==> src/rtl/sim_cen_gen.sv <==
// sim_cen_gen
//   Fractional clock-enable generator. Each of CHANNELS channels emits
//   single-cycle cen pulses at an average rate of num/den of clk_sys, using a
//   phase accumulator that wraps modulo den. Ratios can be reprogrammed at
//   runtime, and selected channels can be frozen by pause.
//
//   Optional feature macro: SIM_TURBO_EN
//     When defined, turbo=1 doubles the accumulator step of the channels in
//     TURBO_MASK. When undefined, the turbo port is accepted but has no effect.
//
// Ports
//   clk_sys  in   1         system clock (only clock)
//   reset    in   1         asynchronous, active-high reset
//   pause    in   1         freeze channels in PAUSE_MASK (acc held, cen low)
//   turbo    in   1         double-rate request (SIM_TURBO_EN builds only)
//   cfg_wr   in   1         one-cycle configuration write strobe
//   cfg_ch   in   4         target channel; values >= CHANNELS are ignored
//   cfg_num  in   ACC_W     new numerator
//   cfg_den  in   ACC_W     new denominator (0 disables the channel)
//   cen      out  CHANNELS  registered clock-enable pulses
//   paused   out  1         registered copy of pause
module sim_cen_gen #(
   parameter int                          CHANNELS   = 4,
   parameter int                          ACC_W      = 8,
   parameter logic [CHANNELS*ACC_W-1:0]   DEF_NUM    = {8'd1, 8'd1, 8'd1, 8'd1},
   parameter logic [CHANNELS*ACC_W-1:0]   DEF_DEN    = {8'd4, 8'd12, 8'd8, 8'd2},
   parameter logic [CHANNELS-1:0]         PAUSE_MASK = 4'b0011,
   parameter logic [CHANNELS-1:0]         TURBO_MASK = 4'b0001
) (
   input  logic                 clk_sys,
   input  logic                 reset,
   input  logic                 pause,
   input  logic                 turbo,
   input  logic                 cfg_wr,
   input  logic [3:0]           cfg_ch,
   input  logic [ACC_W-1:0]     cfg_num,
   input  logic [ACC_W-1:0]     cfg_den,
   output logic [CHANNELS-1:0]  cen,
   output logic                 paused
);

   // Two guard bits: acc < den and step <= 2*num, so the sum never overflows.
   localparam int SUM_W = ACC_W + 2;

   logic [ACC_W-1:0]    num_r    [CHANNELS];
   logic [ACC_W-1:0]    den_r    [CHANNELS];
   logic [ACC_W-1:0]    acc_r    [CHANNELS];
   logic [ACC_W:0]      step_res [CHANNELS];
   logic [CHANNELS-1:0] wr_hit;
   logic [CHANNELS-1:0] dbl;

   // One accumulate step: returns {fire, next_acc}.
   // A step that alone reaches den saturates (fire every cycle, acc pinned
   // at 0) so the phase never drifts; den==0 parks the channel.
   function automatic logic [ACC_W:0] acc_step(
      input logic [ACC_W-1:0] acc,
      input logic [ACC_W-1:0] num,
      input logic [ACC_W-1:0] den,
      input logic             dbl_step
   );
      logic [SUM_W-1:0] step;
      logic [SUM_W-1:0] den_x;
      logic [SUM_W-1:0] nxt;
      logic [SUM_W-1:0] rem;
      step  = dbl_step ? ({2'b00, num} << 1) : {2'b00, num};
      den_x = {2'b00, den};
      nxt   = {2'b00, acc} + step;
      rem   = nxt - den_x;
      if (den == '0)
         acc_step = '0;
      else if (step >= den_x)
         acc_step = {1'b1, {ACC_W{1'b0}}};
      else if (nxt >= den_x)
         acc_step = {1'b1, ACC_W'(rem)};
      else
         acc_step = {1'b0, ACC_W'(nxt)};
   endfunction

`ifdef SIM_TURBO_EN
   assign dbl = TURBO_MASK & {CHANNELS{turbo}};
`else
   assign dbl = '0;
   logic unused_turbo;
   assign unused_turbo = &{1'b0, turbo, TURBO_MASK};
`endif

   always_comb begin
      for (int i = 0; i < CHANNELS; i++) begin
         // cfg_ch values >= CHANNELS match no channel and are dropped here.
         wr_hit[i]   = cfg_wr && (cfg_ch == 4'(i));
         step_res[i] = acc_step(acc_r[i], num_r[i], den_r[i], dbl[i]);
      end
   end

   // Register stage: accumulators, ratios and cen outputs
   always_ff @(posedge clk_sys or posedge reset) begin
      if (reset) begin
         for (int i = 0; i < CHANNELS; i++) begin
            num_r[i] <= DEF_NUM[i*ACC_W +: ACC_W];
            den_r[i] <= DEF_DEN[i*ACC_W +: ACC_W];
            acc_r[i] <= '0;
         end
         cen    <= '0;
         paused <= 1'b0;
      end else begin
         paused <= pause;
         for (int i = 0; i < CHANNELS; i++) begin
            if (wr_hit[i]) begin
               // A write restarts the phase; the new ratio applies next cycle.
               num_r[i] <= cfg_num;
               den_r[i] <= cfg_den;
               acc_r[i] <= '0;
               cen[i]   <= 1'b0;
            end else if (pause && PAUSE_MASK[i]) begin
               // Holding acc lets the channel resume at the exact same phase.
               cen[i] <= 1'b0;
            end else begin
               {cen[i], acc_r[i]} <= step_res[i];
            end
         end
      end
   end

endmodule

==> config.mk <==
export PLATFORM = sky130hd
export DESIGN_NAME = sim_cen_gen
export DESIGN_NICKNAME = d
export VERILOG_FILES = /design/src/rtl/sim_cen_gen.sv
export SDC_FILE = /design/constraint.sdc
export NUM_CORES = 1
export LEC_CHECK = 0
export BUFFER_PORTS_ARGS = -buffer_cell sky130_fd_sc_hd__buf_2
export CAP_MARGIN = 20
export CORE_MARGIN = 3
export CORE_UTILIZATION = 63
export DETAILED_ROUTE_END_ITERATION = 8
export GPL_TIMING_DRIVEN = 1
export PLACE_DENSITY = 0.9
export SLEW_MARGIN = 20
export SYNTH_ARGS = -nofsm -noshare
export SYNTH_HDL_FRONTEND = slang
export SYNTH_SLANG_ARGS = --single-unit
==> constraint.sdc <==
create_clock -name clk_sys -period 4 [get_ports clk_sys]
set_input_delay 0.6 -clock clk_sys [delete_from_list [all_inputs] [get_ports clk_sys]]
set_output_delay 0.6 -clock clk_sys [all_outputs]
set_load 0.005 [all_outputs]
[Word level (Yosys, flattened, before mapping)]
Cells that the tools add are included.
Cells by class
  multiplexer cells: 24
  equality and inequality tests: 5
  reductions and logical operators: 9
  $lt $le $gt $ge: 8
  add/subtract/negate cells: 8
Operators with widths (number)
  $mux 9: 12
  $mux 8: 6
  $add 8x8->9: 4
  $ge 9x8->1: 4
  $ge 8x8->1: 4
  $logic_not 8->1: 4
  $sub 8x8->8: 4
  $eq 4x2->1 const B: 2
  $mux 1: 6
  $eq 4x1->1 const B: 1
  $logic_and 1x1->1: 4
  $logic_not 4->1: 1
  $ne 2x1->1 const B: 2
Word-level totals
  bits of input ports: 25
  logic and storage cells: 68
  bits in registers: 101
  output and inout bits: 5

[Depth between registers and ports, before layout]
  depth in word-level cells: 7
  gate-level depth with buffers: 15

[Least setup slack after synthesis]
Ideal clock, no wire load.
  kind: register -> register
  start point: register acc_r[24] (netlist bit)
  end point: register acc_r[24] (netlist bit)
  clock period less this slack: 3.076 ns
  setup time: 0.121 ns
  setup slack: 0.924 ns
  path buffers: 0
  arrival time: 2.955 ns
  stages on the path, launching flop included: 14
  path through: dfrtp_1 ha_1 fa_1 a211oi_1 o21ai_0 a21oi_1 xnor2_1 ha_1 a21oi_1 nand2_1 o211ai_1 nand2_2 mux2i_1 a22o_1
Between the ends
  longest elaborated chain between the ends: 7
  elaborated cells on any way between the ends: 8
  those cells by class: add/sub (2); order compare (1); mux (5)
RTL lines
  start, declared: line 47  | logic [ACC_W-1:0] acc_r [CHANNELS];
  start signal, assigned by index: line 118  | {cen[i], acc_r[i]} <= step_res[i];
  $add 8x8->9 (*): line 67  | nxt = {2'b00, acc} + step;
  $sub 8x8->8 / $ge 9x8->1 (equally long branches): line 68, 73
  $mux 9 (*): line 73  | else if (nxt >= den_x)
  $mux 9 (*): line 71  | else if (step >= den_x)
  $mux 9 (*): line 69  | if (den == '0)
  $mux 8 (*): line 114  | end else if (pause && PAUSE_MASK[i]) begin
  $mux 8 (*): line 108  | if (wr_hit[i]) begin
Mark *: on every way between the ends. The rest lies on a longest branch, timed or not. The select of a mux whose other input is x is not followed.
A chain may end at the register's enable or synchronous reset.

[Final worst setup path]
  start point: register acc_r[16] (netlist bit)
  end point: register cen[1]
Between the ends
  longest elaborated chain between the ends: 7
RTL lines
  $add 8x8->9: line 67
  $ge 9x8->1: line 73
  $mux 9: line 73
  $mux 9: line 71
  $mux 9: line 69
  $mux 1: line 114
  $mux 1: line 108
  end signal, assigned by index: line 118
  end, declared: line 38  | output logic [CHANNELS-1:0] cen,
No other way between the ends.

==> impl_metrics.json <==
{
  "io_pins": 30,
  "worstPathMaxFanout": 11,
  "cts.path.max_buffers": 2,
  "synth_area_per_cell_um2": 9.71,
  "rsz0062_at_grt": "false",
  "drv_slew": 0,
  "postRouteAntennaNets": 0,
  "wl_met3_um": 1230,
  "fin_cells": 938,
  "finalNetCount": 922,
  "root_buffer": "clkbuf_16",
  "end_kind": "flip-flop",
  "period_needed_ps": 3660,
  "vdd_ir_drop_max_v": 0.000524,
  "die_y_um": 114,
  "dp.cells": 922,
  "startpoint": "acc_r[16]",
  "drc_errors": 0,
  "cts_sinks": 101,
  "syn-num-nets": 892,
  "setup_viol": 0,
  "fin_skew_ps": 9.11,
  "synthesis.area_mm2": 0.00741,
  "start_util_pct": 66.3,
  "worstMarginPinSlew_ps": 847,
  "startpoint_type": "flip-flop",
  "path_clk_slew_ps": 80,
  "drtIter0Drc": 447,
  "wire_per_inst_um": 20.1,
  "ys_seq_area_share_pct": 34.3,
  "rows": 38,
  "layout-drive-gt1-share_pct": 16.2,
  "netlist_instances": 763,
  "ys_seq_elements": 101,
  "route.met2.wl_um": 9300,
  "wl_um": 18800,
  "grt_use_total_pct": 30.0,
  "p_leak_nw": 3.80,
  "final_cell_mix": "ha_1, dfrtp_1, o21ai_0",
  "avgViaCountPerCell": 6.68,
  "hold_slack_ps": 337,
  "areaGrowthSynthToFinish_pct": 8.43,
  "first_pass_iters": 5,
  "maxCapViolations": 0,
  "synthArstFlopShare_pct": 100,
  "status": "complete, no violations",
  "portBuffers": 28,
  "m1WireLength_um": 7550,
  "crit_type": "flip-flop to flip-flop",
  "cts_setup_buffers": 0,
  "ys_warn_count": 0,
  "clock_latency_ps": 350,
  "ys.flop_type": "dfrtp_1",
  "cts.hold.buffers_added": 0,
  "die_area_mm2": 0.0131,
  "core_area_mm2": 0.0112,
  "first_global_vias": 6356,
  "place_congestion": 0.959,
  "p_per_area_mw_per_mm2": 954,
  "yosysUniqueCellTypes": 72,
  "grt_pass1_wl_um": 31100,
  "vias": 6265,
  "slew_headroom_pct": 43.4,
  "hold_viol": 0,
  "place_hpwl_um": 13700,
  "htree_levels": 3,
  "num_antenna_cells": 0,
  "r2r-start": "acc_r[16]",
  "synth_edf_count": 0,
  "cts_buffers": 9,
  "dieWidth_um": 114,
  "final.setup.tns_ps": 0,
  "final_common_cell": "ha_1",
  "arrival_ps": 3880,
  "cts_resized": 0,
  "crit_required_ps": 4230,
  "antenna_found_initial": 0,
  "fin_crit_sh_pct": 91.4,
  "top_layer_used": "met4",
  "hold_path_class": "primary input to asynchronous set/reset pin",
  "cts_tree": "built",
  "grt_max_degree": 52,
  "fmax_mhz": 273,
  "grt_overflow_total": 0
}
-- power breakdown --
group          switching, mW  internal (mW)  leakage [nW]  total, mW
registers              0.233           1.36          1.24       1.60
clock network          0.420          0.512         0.149      0.932
logic                   2.98           2.15          2.41       5.13
-- registers in the layout, summed over array words and instances, names as in the netlist --
name / count
acc_r: 32
den_r: 32
num_r: 32
cen: 4
paused: 1
-- area by class of cell --
class / count / area (µm²)
flip-flops and latches: 101 / 2540
clock buffers: 11 / 243
repair buffers: 33 / 178
well taps: 140 / 175
multi-input cells: 595 / 4630
inverters: 53 / 201
clock inverters: 5 / 66.3
fillers: 742 / 3140
-- metrics by stage --
| stage | power (mW) | instance area [µm²] | util (%) | setup WS [ps] |
|---|---|---|---|---|
| finish | 7.66 | 8030 | 71.9 | 343 |
| global placement | 6.17 | 7710 | 69.0 | 472 |
| CTS | 7.52 | 8020 | 71.8 | 219 |
| global route | 8.30 | 8030 | 71.9 | 77.8 |
| detailed placement | 6.49 | 7710 | 69.0 | 353 |
| floorplan | 5.47 | 7410 | - | 768 |
-- synthesized netlist by cell type (3+ instances only) --
master     n  area share, %
o31ai_1    3           0.30
a211oi_1  12            1.2
o21a_1    17            1.7
nand3_1   23            1.6
a31oi_1    4           0.34
nand4_1    9           0.76
nand2_2    3           0.25
a21boi_0   3           0.30
clkbuf_1   4           0.20
a21o_1    12            1.2
dfrtp_1   92             31
inv_1     53            2.7
ha_1      96             16
fa_1       8            2.2
o21ai_1    4           0.27
xor2_1     7           0.83
buf_1      3           0.15
nor2_1    42            2.1
buf_2      6           0.41
nor4_1    10           0.84
xnor2_1   17            2.0
nand4b_1   4           0.47
nand2b_1  10           0.84
and3_1     4           0.34
o21ai_0   68            4.6
mux2i_1    9            1.2
mux2_2    49            7.4
o211ai_1   7           0.71
o31a_1     6           0.71
nor2b_1   13            1.1
a21oi_1   42            2.8
nand2_1   55            2.8
nor3_1    11           0.74
dfstp_2    9            3.2
-- cell families (layout without fill, tap and decap cells) --
group                    after synthesis  after routing  synth area share, %
AO/OA/AOI/OAI                        210            210                 18.6
AND/OR/NAND/NOR                      199            199                 13.7
adder cells (fa/ha/maj)              104            104                 18.4
flip-flops                           101            101                 34.3
buffers and inverters                 67            102                 3.55
multiplexers                          58             58                 8.66
XOR/XNOR                              24             24                 2.84
-- path summary, 6_finish.rpt --
kind                        endpoint  slack [ps]  depth (start not counted)
hold / removal             num_r[19]         340                          2
hold reg to reg            acc_r[22]         500                          2
min in group clk_sys          paused         440                          1
max in group asynchronous  den_r[10]        2800                          3
setup reg to reg              cen[1]         340                         13
setup / recovery              cen[1]         340                         13
-- critical path, cell delays in order (launching register included) --
cell and delay [ps]:
dfrtp_1 400, ha_1 260, fa_1 440, a211oi_1 310
o21ai_0 140, a21oi_1 190, xnor2_1 170, ha_1 330
a21oi_1 200, nand2_1 150, o211ai_1 260, nand2_2 240
nor4b_1 350, nor2_1 90
-- routing by layer --
metal  global-route usage (%)  vias up
met5                        0        -
met4                     13.6        0
met3                     5.44       67
met2                     51.2      282
met1                     37.0     3036
li1                         -     2880
(Power assumes the default switching activity.)
